<file path="config.mk">
export PLATFORM = sky130hd
export DESIGN_NAME = mem2apb_xbar
export DESIGN_NICKNAME = d
export VERILOG_FILES = /design/src/rtl/mem2apb_xbar.sv
export SDC_FILE = /design/constraint.sdc
export NUM_CORES = 1
export LEC_CHECK = 0
export BUFFER_PORTS_ARGS = -buffer_cell sky130_fd_sc_hd__buf_2
export CAP_MARGIN = 40
export CORE_AREA = 5 5 186 188
export DETAILED_ROUTE_END_ITERATION = 7
export DIE_AREA = 0 0 191 193
export GPL_TIMING_DRIVEN = 0
export PLACE_DENSITY_LB_ADDON = 0.05
export SYNTH_ARGS = -nofsm -noshare
export SYNTH_HDL_FRONTEND = slang
export SYNTH_SLANG_ARGS = --single-unit
</file>
<file path="constraint.sdc">
create_clock -name clk_i -period 2 [get_ports clk_i]
set_input_delay 0.2 -clock clk_i [delete_from_list [all_inputs] [get_ports clk_i]]
set_output_delay 0.2 -clock clk_i [all_outputs]
set_load 0.1 [all_outputs]
</file>
<file path="src/rtl/mem2apb_xbar.sv">
// mem2apb_xbar: valid/ready memory requests to a shared APB4 bus with an
// N-way base/mask decoder, decode-miss errors, pslverr propagation and a
// sticky first-error address capture.
// Optional build macro: MEM2APB_XBAR_TIMEOUT_EN adds an ACCESS-phase watchdog
// that forces an error response after TIMEOUT_CYCLES cycles without pready.
module mem2apb_xbar #(
  parameter int                    NUM_SLV        = 8,
  parameter logic [NUM_SLV*32-1:0] SLV_BASE       = '0,
  parameter logic [NUM_SLV*32-1:0] SLV_MASK       = '0,
  parameter int                    TIMEOUT_CYCLES = 256
) (
  input  logic                  clk_i,
  input  logic                  rst_i,
  input  logic                  mem_valid_i,
  input  logic [31:0]           mem_addr_i,
  input  logic [31:0]           mem_wdata_i,
  input  logic [3:0]            mem_wstrb_i,
  output logic [31:0]           mem_rdata_o,
  output logic                  mem_ready_o,
  output logic                  mem_err_o,
  output logic [31:0]           apb_paddr_o,
  output logic [2:0]            apb_pprot_o,
  output logic [NUM_SLV-1:0]    apb_psel_o,
  output logic                  apb_penable_o,
  output logic                  apb_pwrite_o,
  output logic [31:0]           apb_pwdata_o,
  output logic [3:0]            apb_pstrb_o,
  input  logic [NUM_SLV-1:0]    apb_pready_i,
  input  logic [NUM_SLV*32-1:0] apb_prdata_i,
  input  logic [NUM_SLV-1:0]    apb_pslverr_i,
  output logic                  err_valid_o,
  output logic [31:0]           err_addr_o,
  input  logic                  err_clr_i
);

  localparam int SEL_W = (NUM_SLV > 1) ? $clog2(NUM_SLV) : 1;

  typedef enum logic [1:0] {IDLE, SETUP, ACCESS, RESP} state_t;

  state_t           state, state_nxt;
  logic [SEL_W-1:0] sel, hit_idx;
  logic             hit;
  logic [31:0]      rdata_q;
  logic             err_q;
  logic             sel_pready, sel_pslverr;
  logic [31:0]      sel_prdata;
  logic             timeout;
  logic             err_event;
  logic [31:0]      err_src;

  assign apb_pprot_o = 3'b000;

  // Address decode: scan from the top so the lowest matching index wins.
  always_comb begin
    hit     = 1'b0;
    hit_idx = '0;
    for (int i = NUM_SLV - 1; i >= 0; i--) begin
      if ((mem_addr_i & SLV_MASK[32*i +: 32]) == SLV_BASE[32*i +: 32]) begin
        hit     = 1'b1;
        hit_idx = SEL_W'(i);
      end
    end
  end

  assign sel_pready  = apb_pready_i[sel];
  assign sel_pslverr = apb_pslverr_i[sel];
  assign sel_prdata  = apb_prdata_i[32*sel +: 32];

`ifdef MEM2APB_XBAR_TIMEOUT_EN
  localparam int CNT_W = $clog2(TIMEOUT_CYCLES) + 1;

  logic [CNT_W-1:0] to_cnt;

  // Watchdog: held at zero outside ACCESS, counts ACCESS cycles with pready low.
  always_ff @(posedge clk_i) begin
    if (rst_i || state != ACCESS) begin
      to_cnt <= '0;
    end else if (!sel_pready) begin
      to_cnt <= to_cnt + 1'b1;
    end
  end

  assign timeout = (state == ACCESS) && !sel_pready &&
                   (to_cnt == CNT_W'(TIMEOUT_CYCLES - 1));
`else
  // Without the watchdog the limit has no effect; a slave may stall forever.
  assign timeout = (TIMEOUT_CYCLES < 0);
`endif

  // Next-state logic for the IDLE/SETUP/ACCESS/RESP transfer sequence.
  always_comb begin
    state_nxt = state;
    case (state)
      IDLE:    if (mem_valid_i) state_nxt = hit ? SETUP : RESP;
      SETUP:   state_nxt = ACCESS;
      ACCESS:  if (sel_pready || timeout) state_nxt = RESP;
      RESP:    state_nxt = IDLE;
      default: state_nxt = IDLE;
    endcase
  end

  // State, request capture and response capture registers.
  always_ff @(posedge clk_i) begin
    if (rst_i) begin
      state        <= IDLE;
      sel          <= '0;
      apb_paddr_o  <= '0;
      apb_pwdata_o <= '0;
      apb_pstrb_o  <= '0;
      apb_pwrite_o <= 1'b0;
      rdata_q      <= '0;
      err_q        <= 1'b0;
    end else begin
      state <= state_nxt;
      case (state)
        IDLE: begin
          if (mem_valid_i) begin
            apb_paddr_o  <= mem_addr_i;
            apb_pwdata_o <= mem_wdata_i;
            apb_pstrb_o  <= mem_wstrb_i;  // already all-zero on reads
            apb_pwrite_o <= |mem_wstrb_i;
            sel          <= hit_idx;
            rdata_q      <= '0;
            err_q        <= !hit;          // miss goes straight to RESP
          end
        end
        ACCESS: begin
          if (sel_pready) begin
            rdata_q <= apb_pwrite_o ? 32'h0 : sel_prdata;
            err_q   <= sel_pslverr;
          end else if (timeout) begin
            rdata_q <= '0;
            err_q   <= 1'b1;
          end
        end
        default: ;
      endcase
    end
  end

  // APB select/enable and requester response decode from the current state.
  always_comb begin
    apb_psel_o = '0;
    if (state == SETUP || state == ACCESS) apb_psel_o[sel] = 1'b1;
  end

  assign apb_penable_o = (state == ACCESS);
  assign mem_ready_o   = (state == RESP);
  assign mem_rdata_o   = (state == RESP) ? rdata_q : 32'h0;
  assign mem_err_o     = (state == RESP) && err_q;

  // Error source: a miss is known in IDLE, a slave error/timeout in ACCESS.
  assign err_event = (state == IDLE && mem_valid_i && !hit) ||
                     (state == ACCESS && ((sel_pready && sel_pslverr) || timeout));
  assign err_src   = (state == IDLE) ? mem_addr_i : apb_paddr_o;

  // Sticky first-error capture; a new error beats a simultaneous clear.
  always_ff @(posedge clk_i) begin
    if (rst_i) begin
      err_valid_o <= 1'b0;
      err_addr_o  <= '0;
    end else if (err_event && (!err_valid_o || err_clr_i)) begin
      err_valid_o <= 1'b1;
      err_addr_o  <= err_src;
    end else if (err_clr_i) begin
      err_valid_o <= 1'b0;
    end
  end

endmodule
</file>
==> results of run 1 <==
synth_stat cells:
master / n / share of area [%]
buf_2: 21 / 1.8
o21ai_1: 6 / 0.51
nand2b_1: 34 / 3.6
clkbuf_1: 28 / 1.8
nand2_1: 139 / 8.9
nor3_1: 1 / 0.085
nand4_1: 32 / 3.4
conb_1: 1 / 0.064
buf_6: 5 / 0.96
buf_4: 12 / 1.5
mux2_2: 1 / 0.19
or4_1: 1 / 0.13
o21ai_0: 28 / 2.4
nor4_1: 1 / 0.11
nand3_1: 2 / 0.17
and2_1: 34 / 3.6
mux2i_1: 33 / 5.6
inv_1: 2 / 0.13
nor3b_2: 1 / 0.21
clkbuf_2: 2 / 0.17
nor2b_1: 2 / 0.21
a211oi_2: 30 / 6.4
ha_1: 5 / 1.1
a21oi_1: 106 / 9.0
o41ai_1: 1 / 0.15
nor2_1: 1 / 0.064
a211oi_1: 2 / 0.26
and3_1: 1 / 0.11
dfxtp_1: 137 / 47
and2_4: 1 / 0.15
buf_1: 5 / 0.32
repair_timing:
| item | 4_1_cts | 5_1_grt |
|---|---|---|
| pin swaps | 0 | 0 |
| resized for setup | 73 | 27 |
| setup endpoints to repair | 75 | 127 |
| hold buffers | 80 | 0 |
| endpoints found under the hold margin | 80 | 0 |
metrics by stage:
stage | setup WS [ns] | hold slack, ns | cells
floorplan | -0.170 | 0.336 | 684
global placement | -0.104 | 0.441 | 1375
detailed placement | -0.106 | 0.436 | 1375
CTS | -0.0465 | 0.000211 | 1487
global route | -0.00586 | 0.00795 | 1487
finish | 0.135 | 0.0297 | 1487
flip-flops by register name, indices dropped and copies added, names as in the netlist:
name	cells
state	2
apb_pwdata_o	32
err_q	1
apb_pstrb_o	4
apb_pwrite_o	1
apb_paddr_o	32
rdata_q	32
err_addr_o	32
err_valid_o	1
kinds of logic after synthesis:
group / Yosys count
compound gates: 173
fa+ha+maj: 5
buf+inv: 75
flops: 137
mux: 34
other cells: 1
simple gates: 250
worst max-delay path, delay by kind of cell (launching register included):
family	cells	cell delay, ns
fa+ha+maj	1	0.29
flops	1	0.34
buf+inv	2	0.61
layout by cell type, fill, tap and decap left out, types with 2 or more instances in the layout:
master         count
and2_1             5
inv_1              2
clkinv_4           4
conb_1            10
a21oi_1          106
dlygate4sd3_1     80
o21ai_0           28
nand4_1           32
ha_1               3
nand3_1            2
dfxtp_2            2
dfxtp_1          135
clkbuf_1          16
buf_6             36
inv_6              2
nand2b_1          34
buf_4             16
a211oi_1           2
bufinv_16          5
buf_2            231
clkbuf_16         17
nor2b_1            2
o21ai_1            6
nand2_1          138
a211oi_2          30
mux2i_1           32
clkinvlp_4         2
clkbuf_2          17
and2_2            29
power by group through the flow:
stage | logic, mW | registers [mW] | clock network (mW)
finish | 6.77 | 3.44 | 3.55
CTS | 6.80 | 3.43 | 3.70
floorplan | 2.67 | 5.88 | 0
global route | 7.25 | 3.50 | 3.80
global placement | 6.64 | 3.50 | 0
detailed placement | 6.60 | 3.49 | 0
layout make-up:
cell class | instances | area, um^2
Multi-Input combinational cell | 472 | 2820
Clock inverter | 13 | 218
Inverter | 2 | 7.51
Sequential cell | 137 | 2750
Buffer | 73 | 422
Fill cell | 3632 | 23500
Timing Repair Buffer | 323 | 2210
Clock buffer | 19 | 433
Tap cell | 448 | 561
per-layer routing:
metal  global-route usage, %  wire length (um)  up-vias  part of all wire (%)
met1                    17.6             11600     2652                    47
met5                       0                42        -                  0.17
met3                    6.16              2450       28                    10
li1                        -                 -     2996                     -
met2                    18.9             10100      208                    41
met4                    3.65               284        8                   1.2
final timing paths:
path	startpoint	to	cells after the start
setup reg to reg	state[0]$_SDFFE_PP0P_	err_addr_o[9]$_SDFFE_PP0P_	8
hold reg to reg	apb_pwdata_o[18]$_SDFFE_PP0P_	apb_pwdata_o[18]$_SDFFE_PP0P_	2
setup / recovery	state[0]$_SDFFE_PP0P_	apb_penable_o	3
hold / removal	mem_addr_i[10]	apb_paddr_o[10]$_SDFFE_PP0P_	3
==> flow_metrics.env, run 1 <==
export IMPL_floorplan_rows=67
export IMPL_synth_xor_area_share_pct=0
export IMPL_start_util_pct=17.8
export IMPL_share_seq_of_total_power_pct=25.0
export IMPL_antennaDiodeCount=0
export IMPL_cts_root_to_sink_buffers=2
export IMPL_clk_pin_slew_ns=0.07
export IMPL_critPathArrivalTime_ns=1.66
export IMPL_cell_count_after_synthesis=675
export IMPL_routed_wire_length_per_instance_um=16.5
export IMPL_first_global_vias=6167
export IMPL_synth_avg_cell_area_um2=8.69
export IMPL_run_status="finished, final reports clean"
export IMPL_drt_vias_per_instance=3.96
export IMPL_post_route_cells_drive_above_1_share_pct=38.5
export IMPL_drt_iter0_markers=202
export IMPL_setup_violations=0
export IMPL_period_minus_slack_ns=1.86
export IMPL_routed_wirelength_um=24500
export IMPL_crit_path_start_kind="flop"
export IMPL_ir_drop_mv=0.667
export IMPL_p_sw_share_pct=49.5
export IMPL_synth_seq_area_share_pct=46.8
export IMPL_share_of_synthesized_cell_area_in_full_adder_half_adder_and_majority_cells_pct=1.07
export IMPL_syn2layout_area_growth_pct=60.6
export IMPL_post_dp_cell_area_um2=7710
export IMPL_initial_antenna_violation_count=4
export IMPL_post_synth_num_cell_types=31
export IMPL_maxClockFrequency_mhz=536
export IMPL_worst_slew_pin_slew_ns=0.762
export IMPL_numCtsBuffers=17
export IMPL_combinational_fraction_of_design_power_pct=49.2
export IMPL_ios=492
export IMPL_cts_htree_levels=4
export IMPL_worst_setup_slack_for_register_to_register_paths_ns=0.21
export IMPL_timing_hold_worst_class="in -> reg"
export IMPL_clock_sinks=137
export IMPL_finalMaxSlewViolations=0
export IMPL_fp_dieH_um=193
export IMPL_synth_warning_count=0
export IMPL_critPathCaptureType="primary output"
export IMPL_die_width_um=191
export IMPL_register_bit_total_from_synthesis=137
export IMPL_fin_tns_setup_ns=0
export IMPL_post_cts_setup_buffers=0
export IMPL_crit_path_top_delay_cell="buf_2"
export IMPL_placement_io_buffers=243
export IMPL_maxCapViolations=0
export IMPL_grt_util_all_layers_pct=13.1
export IMPL_power_static_leakage_nw=4.09
export IMPL_routabilityCongestion=0.735
export IMPL_clock_latency_ns=0.44
export IMPL_worstPathMaxFanout=7
export IMPL_pwrdens_nw_per_um2=1460
export IMPL_timing_final_hold_violations=0
export IMPL_netlist_area_um2=5860
export IMPL_clock_tree_from_tritoncts="done"
export IMPL_timing_critical_path_slowest_cell_delay_ns=0.48
export IMPL_hpwlAfterDp_um=18400
export IMPL_synth_top_family_by_area="simple AND/OR/NAND/NOR gates"
export IMPL_layout_cell_area_non_filler_um2=9420
export IMPL_timing_final_crit_share_pct=93.2
export IMPL_worst_clock_skew_ns=0.0121
export IMPL_share_clk_of_total_power_pct=25.8
export IMPL_worst_slew_margin_rel_pct=49.2
export IMPL_core_area_um2=32900
export IMPL_maximum_number_of_pins_on_one_net_before_global_route_repair=17
export IMPL_synth_simple_area_share_pct=20.8
export IMPL_drtAntennaViolNets=0
export IMPL_grt_overflow=0
export IMPL_power_mw=13.8
export IMPL_ctsRootBufferMaster="clkbuf_16"
export IMPL_timing_worst_setup_path_type="reg -> out"
export IMPL_synthMuxAreaShare_pct=5.83
export IMPL_critical_path_required_ns=1.80
export IMPL_internal_power_mw=6.95
export IMPL_detailroute_via_count=5892
export IMPL_net_sw_power_mw=6.81
export IMPL_grt_pass1_wl_um=37100
export IMPL_synth_compound_gate_area_share_pct=18.8
export IMPL_dr_pass1_iters=4
export IMPL_fp_dieArea_um2=36900
export IMPL_final_util_pct=28.6
export IMPL_drcViolationCount=0
export IMPL_worstPathCellList="inv_1 -> ha_2 -> buf_2"
export IMPL_nNetsFinal=1375
Power figures use the tool's default switching activity.
==> run 2, diff against run 1 <==
--- a/config.mk
+++ b/config.mk
@@ -5,6 +5,7 @@
 export SDC_FILE = /design/constraint.sdc
 export NUM_CORES = 1
 export LEC_CHECK = 0
+export ABC_AREA = 1
 export BUFFER_PORTS_ARGS = -buffer_cell sky130_fd_sc_hd__buf_2
 export CAP_MARGIN = 40
 export CORE_AREA = 5 5 186 188
@@ -12,6 +13,7 @@
 export DIE_AREA = 0 0 191 193
 export GPL_TIMING_DRIVEN = 0
 export PLACE_DENSITY_LB_ADDON = 0.05
+export SLEW_MARGIN = 20
 export SYNTH_ARGS = -nofsm -noshare
 export SYNTH_HDL_FRONTEND = slang
 export SYNTH_SLANG_ARGS = --single-unit
==> run 2 against run 1 <==
Net effect: maximum frequency shrank 1.5%; total power grew 24%; sequential power grew 12%; final cell count grew 13%; area after synthesis grew 6.3%; largest cell class is now registers; count of clock-buffer cells in the layout grew 3; sequential cell count is the same; clock skew grew 0.0019 ns; clock power shrank 4%; setup slack lost 0.029 ns; sequential share of layout area grew 1.0 points; first-iteration DRC count grew 20%.
==> flow_metrics.env, run 2 <==
export IMPL_clock_latency_ns=0.43
export IMPL_final_cell_mix="buf_2 (233), nor2_1 (231), nand2_1 (172), dfxtp_1 (136), inv_1 (75)"
export IMPL_crit_path_start_kind="flop"
export IMPL_drcViolationCount=0
export IMPL_timing_hold_worst_class="in -> reg"
export IMPL_synth_top_area_cell="dfxtp_1"
export IMPL_power_mw=17.1
export IMPL_timing_worst_setup_path_type="reg -> out"
export IMPL_grt_util_all_layers_pct=14.2
export IMPL_maxCapViolations=0
export IMPL_drt_vias_per_instance=3.90
export IMPL_min_delay_start="mem_wdata_i[28]"
export IMPL_fin_tns_setup_ns=0
export IMPL_critical_path_required_ns=1.80
export IMPL_die_width_um=191
export IMPL_start_util_pct=18.9
export IMPL_fp_dieArea_um2=36900
export IMPL_post_route_cells_drive_above_1_share_pct=29.6
export IMPL_routabilityCongestion=0.724
export IMPL_power_static_leakage_nw=4.36
export IMPL_run_status="finished, final reports clean"
export IMPL_routed_wire_length_per_instance_um=15.6
export IMPL_clk_pin_slew_ns=0.07
export IMPL_detailroute_via_count=6567
export IMPL_netlist_area_leader_share_pct=44.0
export IMPL_most_repeated_cell_in_the_gate_level_netlist_after_synthesis="nor2_1"
export IMPL_maximum_number_of_pins_on_one_net_before_global_route_repair=17
export IMPL_synthArstFlopShare_pct=0
export IMPL_drtAntennaViolNets=0
export IMPL_reg2reg_depth=9
export IMPL_floorplan_rows=67
export IMPL_worst_setup_slack_for_register_to_register_paths_ns=0.22
export IMPL_register_bit_total_from_synthesis=137
export IMPL_synth_enable_flop_cells=0
export IMPL_critPathArrivalTime_ns=1.69
export IMPL_grt_pass1_wl_um=39800
export IMPL_worst_slew_margin_rel_pct=57.3
export IMPL_whs_endpoint="apb_pwdata_o[28]$_SDFFE_PP0P_"
export IMPL_routed_wirelength_um=26300
export IMPL_placement_io_buffers=243
export IMPL_finalMaxSlewViolations=0
export IMPL_fp_dieH_um=193
export IMPL_most_common_cell_after_layout_fill_and_taps_aside="buf_2"
export IMPL_timing_final_crit_share_pct=94.7
export IMPL_syn2layout_area_growth_pct=46.0
export IMPL_ctsRootBufferMaster="clkbuf_16"
export IMPL_worst_clock_skew_ns=0.0140
export IMPL_netlist_area_um2=6230
export IMPL_nNetsFinal=1570
export IMPL_drt_iter0_markers=242
export IMPL_min_delay_path_depth=3
export IMPL_pwrdens_nw_per_um2=1880
export IMPL_synth_avg_cell_area_um2=6.61
export IMPL_worst_slew_pin_slew_ns=0.640
export IMPL_post_cts_setup_buffers=0
export IMPL_maxClockFrequency_mhz=528
export IMPL_initial_antenna_violation_count=8
export IMPL_core_area_um2=32900
export IMPL_period_minus_slack_ns=1.89
export IMPL_setup_violations=0
export IMPL_worstPathMaxFanout=10
export IMPL_critPathCaptureType="primary output"
export IMPL_first_global_vias=6677
export IMPL_crit_reg_reg_startpoint="state[0]$_SDFFE_PP0P_"
export IMPL_grt_overflow=0
export IMPL_postSynth_topFlopCell="dfxtp_1"
export IMPL_grt_setup_unrepaired="true"
export IMPL_post_synth_num_cell_types=18
export IMPL_numCtsBuffers=17
export IMPL_yosys_top_cells_area="dfxtp_1 (44%), nor2_1 (14%), nand2_1 (10%)"
export IMPL_clock_tree_from_tritoncts="done"
export IMPL_cts_htree_levels=4
export IMPL_cts_root_to_sink_buffers=2
export IMPL_timing_final_hold_violations=0
export IMPL_clock_sinks=137
export IMPL_hpwlAfterDp_um=19900
export IMPL_dr_pass1_iters=5
export IMPL_hold_slack_ns=0.0240
export IMPL_final_util_pct=27.6
export IMPL_ir_drop_mv=0.643
export IMPL_synthTopCellsByCount="nor2_1 (232), nand2_1 (172), dfxtp_1 (137)"
export IMPL_synth_seq_area_share_pct=44.0
export IMPL_ios=492
export IMPL_timing_rr_end="err_addr_o[31]$_SDFFE_PP0P_"
export IMPL_cell_count_after_synthesis=942
export IMPL_synth_warning_count=0
==> run 2: cell families (layout without fill, tap and decap cells) <==
logic type,Yosys count,in the layout,synth area share [%]
AND/OR/NAND/NOR,474,474,30.0
buffers and inverters,186,469,13.7
AO/OA/AOI/OAI,139,139,11.2
flip-flops,137,137,44.0
adder cells (fa/ha/maj),5,5,1.00
other,1,14,0.0602
==> run 2: worst max-delay path by stage <==
stage                               start                           to  slack [ns]  cells after the start
detailed placement  state[1]$_SDFFE_PP0P_              mem_rdata_o[21]       -0.40                      6
global route        state[0]$_SDFFE_PP0P_               mem_rdata_o[5]      -0.002                      5
global placement    state[1]$_SDFFE_PP0P_              mem_rdata_o[21]       -0.44                      6
CTS                 state[1]$_SDFFE_PP0P_              mem_rdata_o[27]       0.003                      5
finish              state[0]$_SDFFE_PP0P_              mem_rdata_o[21]        0.11                      5
floorplan           state[0]$_SDFFE_PP0P_  err_addr_o[10]$_SDFFE_PP0P_        0.04                     10
==> run 2: timing repair <==
item | CTS | global route
setup endpoints to repair | 52 | 71
gates resized for setup | 42 | 31
hold endpoints to repair | 9 | 0
hold buffers | 9 | 0
pin swaps | 0 | 0
gates cloned | 0 | 0
==> run 2: cell type report <==
class	count	area, um^2
multi-input cells	628	2690
diodes	4	10.0
repair buffers	252	1500
flip-flops and latches	137	2740
plain buffers	77	458
fillers	3802	23900
well taps	448	561
clock buffers	22	474
inverters	108	518
clock inverters	10	143
==> run 2: per-layer routing <==
layer / share of wire [%] / up-vias / global-route usage [%] / wire length (um)
met3: 11 / 31 / 6.54 / 2770
li1: - / 3447 / - / -
met5: 0.27 / - / 0 / 70
met1: 50 / 2848 / 19.8 / 13100
met4: 1.5 / 12 / 3.87 / 389
met2: 38 / 229 / 19.6 / 9980
==> run 2: critical path, stage by stage, from the launching register on <==
cell and delay, ns:
dfxtp_1 0.39, ha_4 0.22, buf_4 0.21, nand2_1 0.14
clkinvlp_4 0.10, buf_6 0.21
==> run 2: stage by stage <==
| step | setup WS (ns) | cells | instance area [um^2] |
|---|---|---|---|
| global route | -0.00167 | 1683 | 9090 |
| CTS | 0.00322 | 1682 | 8980 |
| finish | 0.106 | 1686 | 9090 |
| global placement | -0.443 | 1642 | 8170 |
| detailed placement | -0.404 | 1642 | 8170 |
| floorplan | 0.0389 | 951 | 6390 |
==> run 2: report_power, final <==
group / total (mW) / switching, mW / internal [mW]
combinational: 9.87 / 7.68 / 2.19
clock: 3.40 / 1.33 / 2.07
sequential: 3.85 / 0.387 / 3.46
